===== src/rtl/mdio_mem_rdback.sv =====
// Burst read-back sequencer: issues auto-incrementing capture-memory reads and queues the
// returned words in a first-word-fall-through FIFO. Define MDIO_RDBK_PARITY_EN for per-entry parity.
module mdio_mem_rdback #(
   parameter int ADDR_W     = 15,
   parameter int DATA_W     = 9,
   parameter int SEL_W      = 7,
   parameter int FIFO_DEPTH = 4,
   parameter int TIMEOUT_W  = 8
) (
   input  logic                        clk_200m,
   input  logic                        rstn_200m,
   input  logic                        cfg_start,
   input  logic                        cfg_abort,
   input  logic [ADDR_W-1:0]           cfg_base_addr,
   input  logic [7:0]                  cfg_burst_len,
   input  logic [SEL_W-1:0]            cfg_data_sel,
   input  logic [TIMEOUT_W-1:0]        cfg_timeout,
   output logic                        rd_req,
   output logic [ADDR_W-1:0]           rd_addr,
   output logic [SEL_W-1:0]            rd_sel,
   input  logic                        rd_ack,
   input  logic [DATA_W-1:0]           rd_data,
   input  logic                        fifo_pop,
   output logic [DATA_W-1:0]           fifo_data,
   output logic                        fifo_empty,
   output logic [$clog2(FIFO_DEPTH):0] fifo_level,
   output logic                        busy,
   output logic                        done,
   output logic                        timeout_err,
   output logic                        par_err,
   output logic [8:0]                  word_cnt
);

   localparam int PTR_W = $clog2(FIFO_DEPTH);
   localparam int LVL_W = PTR_W + 1;
`ifdef MDIO_RDBK_PARITY_EN
   localparam int MEM_W = DATA_W + 1;
`else
   localparam int MEM_W = DATA_W;
`endif

   typedef enum logic [2:0] {
      S_IDLE,
      S_SPACE,
      S_REQ,
      S_WAIT,
      S_DONE
   } state_t;

   state_t               state;
   logic [8:0]           len_q;
   logic [TIMEOUT_W-1:0] tmo_q;
   logic [TIMEOUT_W-1:0] tmo_cnt;

   logic [MEM_W-1:0]     fifo_mem [FIFO_DEPTH];
   logic [PTR_W-1:0]     wr_ptr;
   logic [PTR_W-1:0]     rd_ptr;
   logic [MEM_W-1:0]     head;
   logic [MEM_W-1:0]     push_word;

   logic                 start_ok;
   logic                 push;
   logic                 pop;
   logic [TIMEOUT_W-1:0] tmo_next;
   logic [8:0]           word_next;

   assign start_ok  = (state == S_IDLE) && cfg_start;
   assign push      = (state == S_WAIT) && rd_ack;
   assign pop       = fifo_pop && (fifo_level != '0);
   assign tmo_next  = tmo_cnt + 1'b1;
   assign word_next = word_cnt + 9'd1;

   // ---------------------------------------------------------------- sequencer
   // NOTE: every sequential update uses <= so all branches act on pre-edge values.
   always_ff @(posedge clk_200m or negedge rstn_200m) begin
      if (!rstn_200m) begin
         state       <= S_IDLE;
         rd_req      <= 1'b0;
         rd_addr     <= '0;
         rd_sel      <= '0;
         len_q       <= '0;
         tmo_q       <= '0;
         tmo_cnt     <= '0;
         busy        <= 1'b0;
         done        <= 1'b0;
         timeout_err <= 1'b0;
         word_cnt    <= '0;
      end else begin
         rd_req <= 1'b0;
         done   <= 1'b0;
         unique case (state)
            S_IDLE: begin
               // Start beats a simultaneous abort; a held abort ends the burst one cycle later.
               if (cfg_start) begin
                  rd_addr     <= cfg_base_addr;
                  rd_sel      <= cfg_data_sel;
                  len_q       <= {(cfg_burst_len == 8'd0), cfg_burst_len};
                  tmo_q       <= cfg_timeout;
                  word_cnt    <= '0;
                  timeout_err <= 1'b0;
                  busy        <= 1'b1;
                  state       <= S_SPACE;
               end
            end
            S_SPACE: begin
               if (cfg_abort) begin
                  done  <= 1'b1;
                  state <= S_DONE;
               end else if (fifo_level < LVL_W'(FIFO_DEPTH)) begin
                  rd_req <= 1'b1;
                  state  <= S_REQ;
               end
            end
            S_REQ: begin
               tmo_cnt <= '0;
               if (cfg_abort) begin
                  done  <= 1'b1;
                  state <= S_DONE;
               end else begin
                  state <= S_WAIT;
               end
            end
            S_WAIT: begin
               if (rd_ack) begin
                  word_cnt <= word_next;
                  rd_addr  <= rd_addr + 1'b1;
                  if (cfg_abort || (word_next == len_q)) begin
                     done  <= 1'b1;
                     state <= S_DONE;
                  end else begin
                     state <= S_SPACE;
                  end
               end else if (cfg_abort) begin
                  done  <= 1'b1;
                  state <= S_DONE;
               end else begin
                  tmo_cnt <= tmo_next;
                  if ((tmo_q != '0) && (tmo_next == tmo_q)) begin
                     timeout_err <= 1'b1;
                     done        <= 1'b1;
                     state       <= S_DONE;
                  end
               end
            end
            S_DONE: begin
               busy  <= 1'b0;
               state <= S_IDLE;
            end
            default: begin
               busy  <= 1'b0;
               state <= S_IDLE;
            end
         endcase
      end
   end

   // ---------------------------------------------------------------- result FIFO
   always_ff @(posedge clk_200m or negedge rstn_200m) begin
      if (!rstn_200m) begin
         wr_ptr     <= '0;
         rd_ptr     <= '0;
         fifo_level <= '0;
      end else if (start_ok) begin
         wr_ptr     <= '0;
         rd_ptr     <= '0;
         fifo_level <= '0;
      end else begin
         if (push) wr_ptr <= wr_ptr + 1'b1;
         if (pop)  rd_ptr <= rd_ptr + 1'b1;
         if (push && !pop)      fifo_level <= fifo_level + 1'b1;
         else if (pop && !push) fifo_level <= fifo_level - 1'b1;
      end
   end

   // NOTE: the storage array has no reset; fifo_data is masked while empty so stale entries never show.
   always_ff @(posedge clk_200m) begin
      if (push) fifo_mem[wr_ptr] <= push_word;
   end

   assign head       = fifo_mem[rd_ptr];
   assign fifo_empty = (fifo_level == '0);
   assign fifo_data  = fifo_empty ? '0 : head[DATA_W-1:0];

`ifdef MDIO_RDBK_PARITY_EN
   // Even parity: the stored bit makes data plus parity an even number of ones.
   assign push_word = {^rd_data, rd_data};

   always_ff @(posedge clk_200m or negedge rstn_200m) begin
      if (!rstn_200m) begin
         par_err <= 1'b0;
      end else if (start_ok) begin
         par_err <= 1'b0;
      end else if (pop && ((^head[DATA_W-1:0]) != head[DATA_W])) begin
         par_err <= 1'b1;
      end
   end
`else
   assign push_word = rd_data;
   assign par_err   = 1'b0;
`endif

endmodule

===== config.mk =====
export PLATFORM = sky130hd
export DESIGN_NAME = mdio_mem_rdback
export DESIGN_NICKNAME = d
export VERILOG_FILES = /design/src/rtl/mdio_mem_rdback.sv
export SDC_FILE = /design/constraint.sdc
export NUM_CORES = 1
export LEC_CHECK = 0
export BUFFER_PORTS_ARGS = -buffer_cell sky130_fd_sc_hd__buf_2
export CAP_MARGIN = 20
export CORE_MARGIN = 3
export CORE_UTILIZATION = 45
export CTS_CLUSTER_DIAMETER = 200
export DETAILED_ROUTE_END_ITERATION = 7
export GPL_TIMING_DRIVEN = 0
export PLACE_DENSITY = 0.79
export SLEW_MARGIN = 40
export SYNTH_ARGS = -nofsm -noshare
export SYNTH_HDL_FRONTEND = slang
export SYNTH_SLANG_ARGS = --single-unit
export TNS_END_PERCENT = 20

===== constraint.sdc =====
create_clock -name clk_200m -period 2.3 [get_ports clk_200m]
set_input_delay 0.345 -clock clk_200m [delete_from_list [all_inputs] [get_ports clk_200m]]
set_output_delay 0.345 -clock clk_200m [all_outputs]
set_load 0.02 [all_outputs]

==> impl_summary.log <==
[metrics] number of sinks handled by clock tree synthesis: 106
[metrics] H-tree Lvls: 3
[metrics] Avg WL per Cell: 16.53 um
[metrics] proportion of synthesized area in mux cells: between 4 and 5%
[metrics] post-synth top area share: 32.63%
[metrics] fraction of registers with async set/reset: 66.04%
[metrics] Clock Latency Late Sink: roughly 0.34 ns
[metrics] number of vias per cell: 5.642
[metrics] WS Path Type: register to register
[metrics] clock root buffer: clkbuf_16
[metrics] flops & latches, synth: 106
[metrics] area of the mapped netlist: 5368 um2
[metrics] parity-gate share of the synthesized area counting xor and xnor cells: 4.685%
[metrics] final worst slack: 0.09915 ns
[metrics] share of synthesized cell area in full adder, half adder and majority cells: 2.005%
[metrics] Yosys top cell by area: dfrtp_1
[metrics] first-pass GRT wire length: 20530 um
[metrics] Die Y-Extent: 115.2 um
[metrics] number of hold-slack violations in the final timing report: 0
[metrics] DRC violation count after routing: 0
[metrics] commonest non-fill, non-tap cell in the layout: nand2_1
[metrics] count of flip-flops with a built-in enable after synthesis: 36
[metrics] clock skew after layout: 0.007794 ns
[metrics] arrival time at the worst endpoint: 2.43 ns
[metrics] overall power: 0.007532 W
[metrics] cell area after placement: 6080 um2
[metrics] main area contributors after synthesis: dfrtp_1 (33%), edfxtp_1 (20%), nand2_1 (7.8%)
[metrics] count of pins on the block boundary: 102
[metrics] Primary FF master, synth: dfrtp_1
[metrics] DRC violation total after the first TritonRoute iteration: roughly 330
[metrics] via count of the first global-routing pass: about 4200
[metrics] GRT Total Usage: 19.64%
[metrics] TritonCTS clock tree: done
[metrics] total detailed-routing wirelength: 12940 um
[metrics] GRT overflow: 0
[metrics] endpoint type of the worst setup path: register
[metrics] DIE WIDTH: 115.2 um
[metrics] remaining antenna violation count after routing: 0
[metrics] Static Leakage: 2.888 nW
[metrics] max capacitance violation total: 0
[metrics] Post-Route Utilization: between 50% and 60%
[metrics] post-synthesis cell type count: 55
[metrics] sequential-to-total area share from yosys stat: 52.77%
[metrics] final HPWL from detailed placement: 9286 um
[metrics] RSZ-0062 raised after global routing: false
[metrics] type of the most critical hold path: input pin to register
[metrics] crit path launch type: register
[metrics] clock-pin slew reported for the worst setup and hold paths after clock tree synthesis: 0.07 ns
[metrics] Syn. warnings: 0
[metrics] slew at the pin closest to its max-slew limit: 0.5962 ns
[metrics] initial cell density of the core: between 40% and 50%
[metrics] first drt pass iteration count: 5
[metrics] post-route design area: about 6400 um2
[metrics] post-synthesis compound-gate area fraction: 12.63%
[metrics] number of nets produced by synthesis: slightly below 600
[metrics] area fraction in and, or, nand and nor cells after synthesis: 19.63%
[metrics] final number of setup-violating endpoints: 0
[metrics] pins over their slew limit: 0
[metrics] met2 Use GR: 31.71%
[metrics] most frequent cells in the layout: nand2_1 (110), buf_2 (108), dfrtp_1 (70)
[metrics] peak ir drop on the vdd network: 0.5457 mV
[metrics] number of vias after detailed routing: 4418
[metrics] GRT busiest layer: met2
[metrics] core area: 11520 um2
[metrics] data required time of the critical path: 2.53 ns
[metrics] final weighted congestion in routability-driven placement: around 0.85
[metrics] number of placement rows: 39
[metrics] final critical delay including setup and external delays: 2.201 ns
[metrics] Power Density: roughly 1200 nW/um2
[metrics] biggest fanout along the worst timing path: 10
[metrics] ratio of cells with drive above 1 in the final layout: 24.38%
[metrics] quantity of I/O buffers inserted on ports: 99
[metrics] Layout Nets: 696
[metrics] Antenna diodes: 0
[metrics] number of instances in the synthesized netlist: 524
[metrics] GR Util met1: 26.47%
[metrics] met3 global-route usage: 3.579%
[metrics] setup slack at placement: -0.2180 ns
[metrics] worst slew margin relative to its limit: between 60 and 70%
[metrics] clock tree buffer depth: 2
[metrics] upper clock frequency limit: 0.4544 GHz
[metrics] Area growth syn-to-layout: 19.98%
[metrics] dominant combinational cell family by area after synthesis: simple AND/OR/NAND/NOR gates
[metrics] antenna violations before repair: 0
[metrics] final critical-path share of the clock period: 95.69%
[metrics] post-synthesis area per instance: 10.24 um2
[metrics] outcome: complete, no violations
[metrics] area of the die: roughly 13000 um2
[metrics] Num CTS Buffers: 9
[metrics] maximum number of pins on one net before global-route repair: 37
critical path, stage by stage (launching register included):
cell and delay, ns:
dfrtp_1 0.47, and3b_1 0.22, buf_6 0.15, nand2_4 0.10, buf_12 0.11, nor2_1 0.05, fa_2 0.33, or3_1 0.38
nand2_1 0.10, xnor2_1 0.12, nor2_1 0.05
power by group:
part	total (W)	switching, W	internal, W
clock	0.00168	0.000708	0.000973
combinational	0.00291	0.00173	0.00117
sequential	0.00294	0.000533	0.00241
sequential cells by signal (all words and copies together), names as in the netlist:
name	flops
busy	1
done	1
fifo_level	3
fifo_mem	36
len_q	9
rd_addr	15
rd_ptr	2
rd_req	1
rd_sel	7
state	3
timeout_err	1
tmo_cnt	8
tmo_q	8
word_cnt	9
wr_ptr	2
synthesized netlist by cell type (12+ instances only):
library cell	n
a21oi_1	21
nand3_1	12
nor2_1	30
clkbuf_1	12
nand2_1	111
nor2b_1	12
o21ai_0	37
xnor2_1	17
edfxtp_1	36
buf_2	13
dfrtp_1	70
per-stage QoR:
step           instances  hold slack [ns]  TNS (ns)
2_1_floorplan        524          0.04941         0
3_3_place_gp         766           0.4553   -0.1720
3_5_place_dp         767           0.2561   -0.2180
4_1_cts              784           0.1811         0
5_1_grt              783           0.1830         0
6_report             783           0.1892         0
final cells by class:
type	instances	area, um2
fill	1004	5076
sequential	106	2833
multi-input combinational	378	2345
timing repair buffer	102	539.3
clock buffer	10	229.0
buffer	30	187.7
tap	143	178.9
clock inverter	6	97.59
inverter	8	30.03
metal layers:
metal  vias up  share of wire, %
met5         -                 0
met2       181                49
met3        13               6.7
met4         0               1.7
met1      2137                43
li1       2087                 -
logic make-up after synthesis:
kind of cell / after synthesis
buf+inv: 40
fa+ha+maj: 8
compound gates: 107
flops: 106
mux: 12
xor+xnor: 27
simple gates: 223
other cells: 1
timing repair:
item                       4_1_cts  5_1_grt
hold buffers                     1        0
gates resized for setup          2        5
hold endpoints to repair        34        0
cloned                           0        0
buffers inserted                 1        0
setup endpoints to repair        1       12
path summary, 6_finish.rpt:
kind / startpoint / to / slack (ns) / depth (start not counted)
min in group asynchronous: rstn_200m / tmo_q[4] / 0.45 / 2
max in group asynchronous: rstn_200m / rd_addr[0] / 1.36 / 3
worst max-delay path: state[2] / fifo_level[2] / 0.1 / 10
worst min-delay path: cfg_data_sel[4] / rd_sel[4] / 0.19 / 3
worst min register to register: rd_sel[4] / rd_sel[4] / 0.48 / 2
worst max register to register: state[2] / fifo_level[2] / 0.1 / 10
No activity file was read; power rests on OpenSTA's default activity.
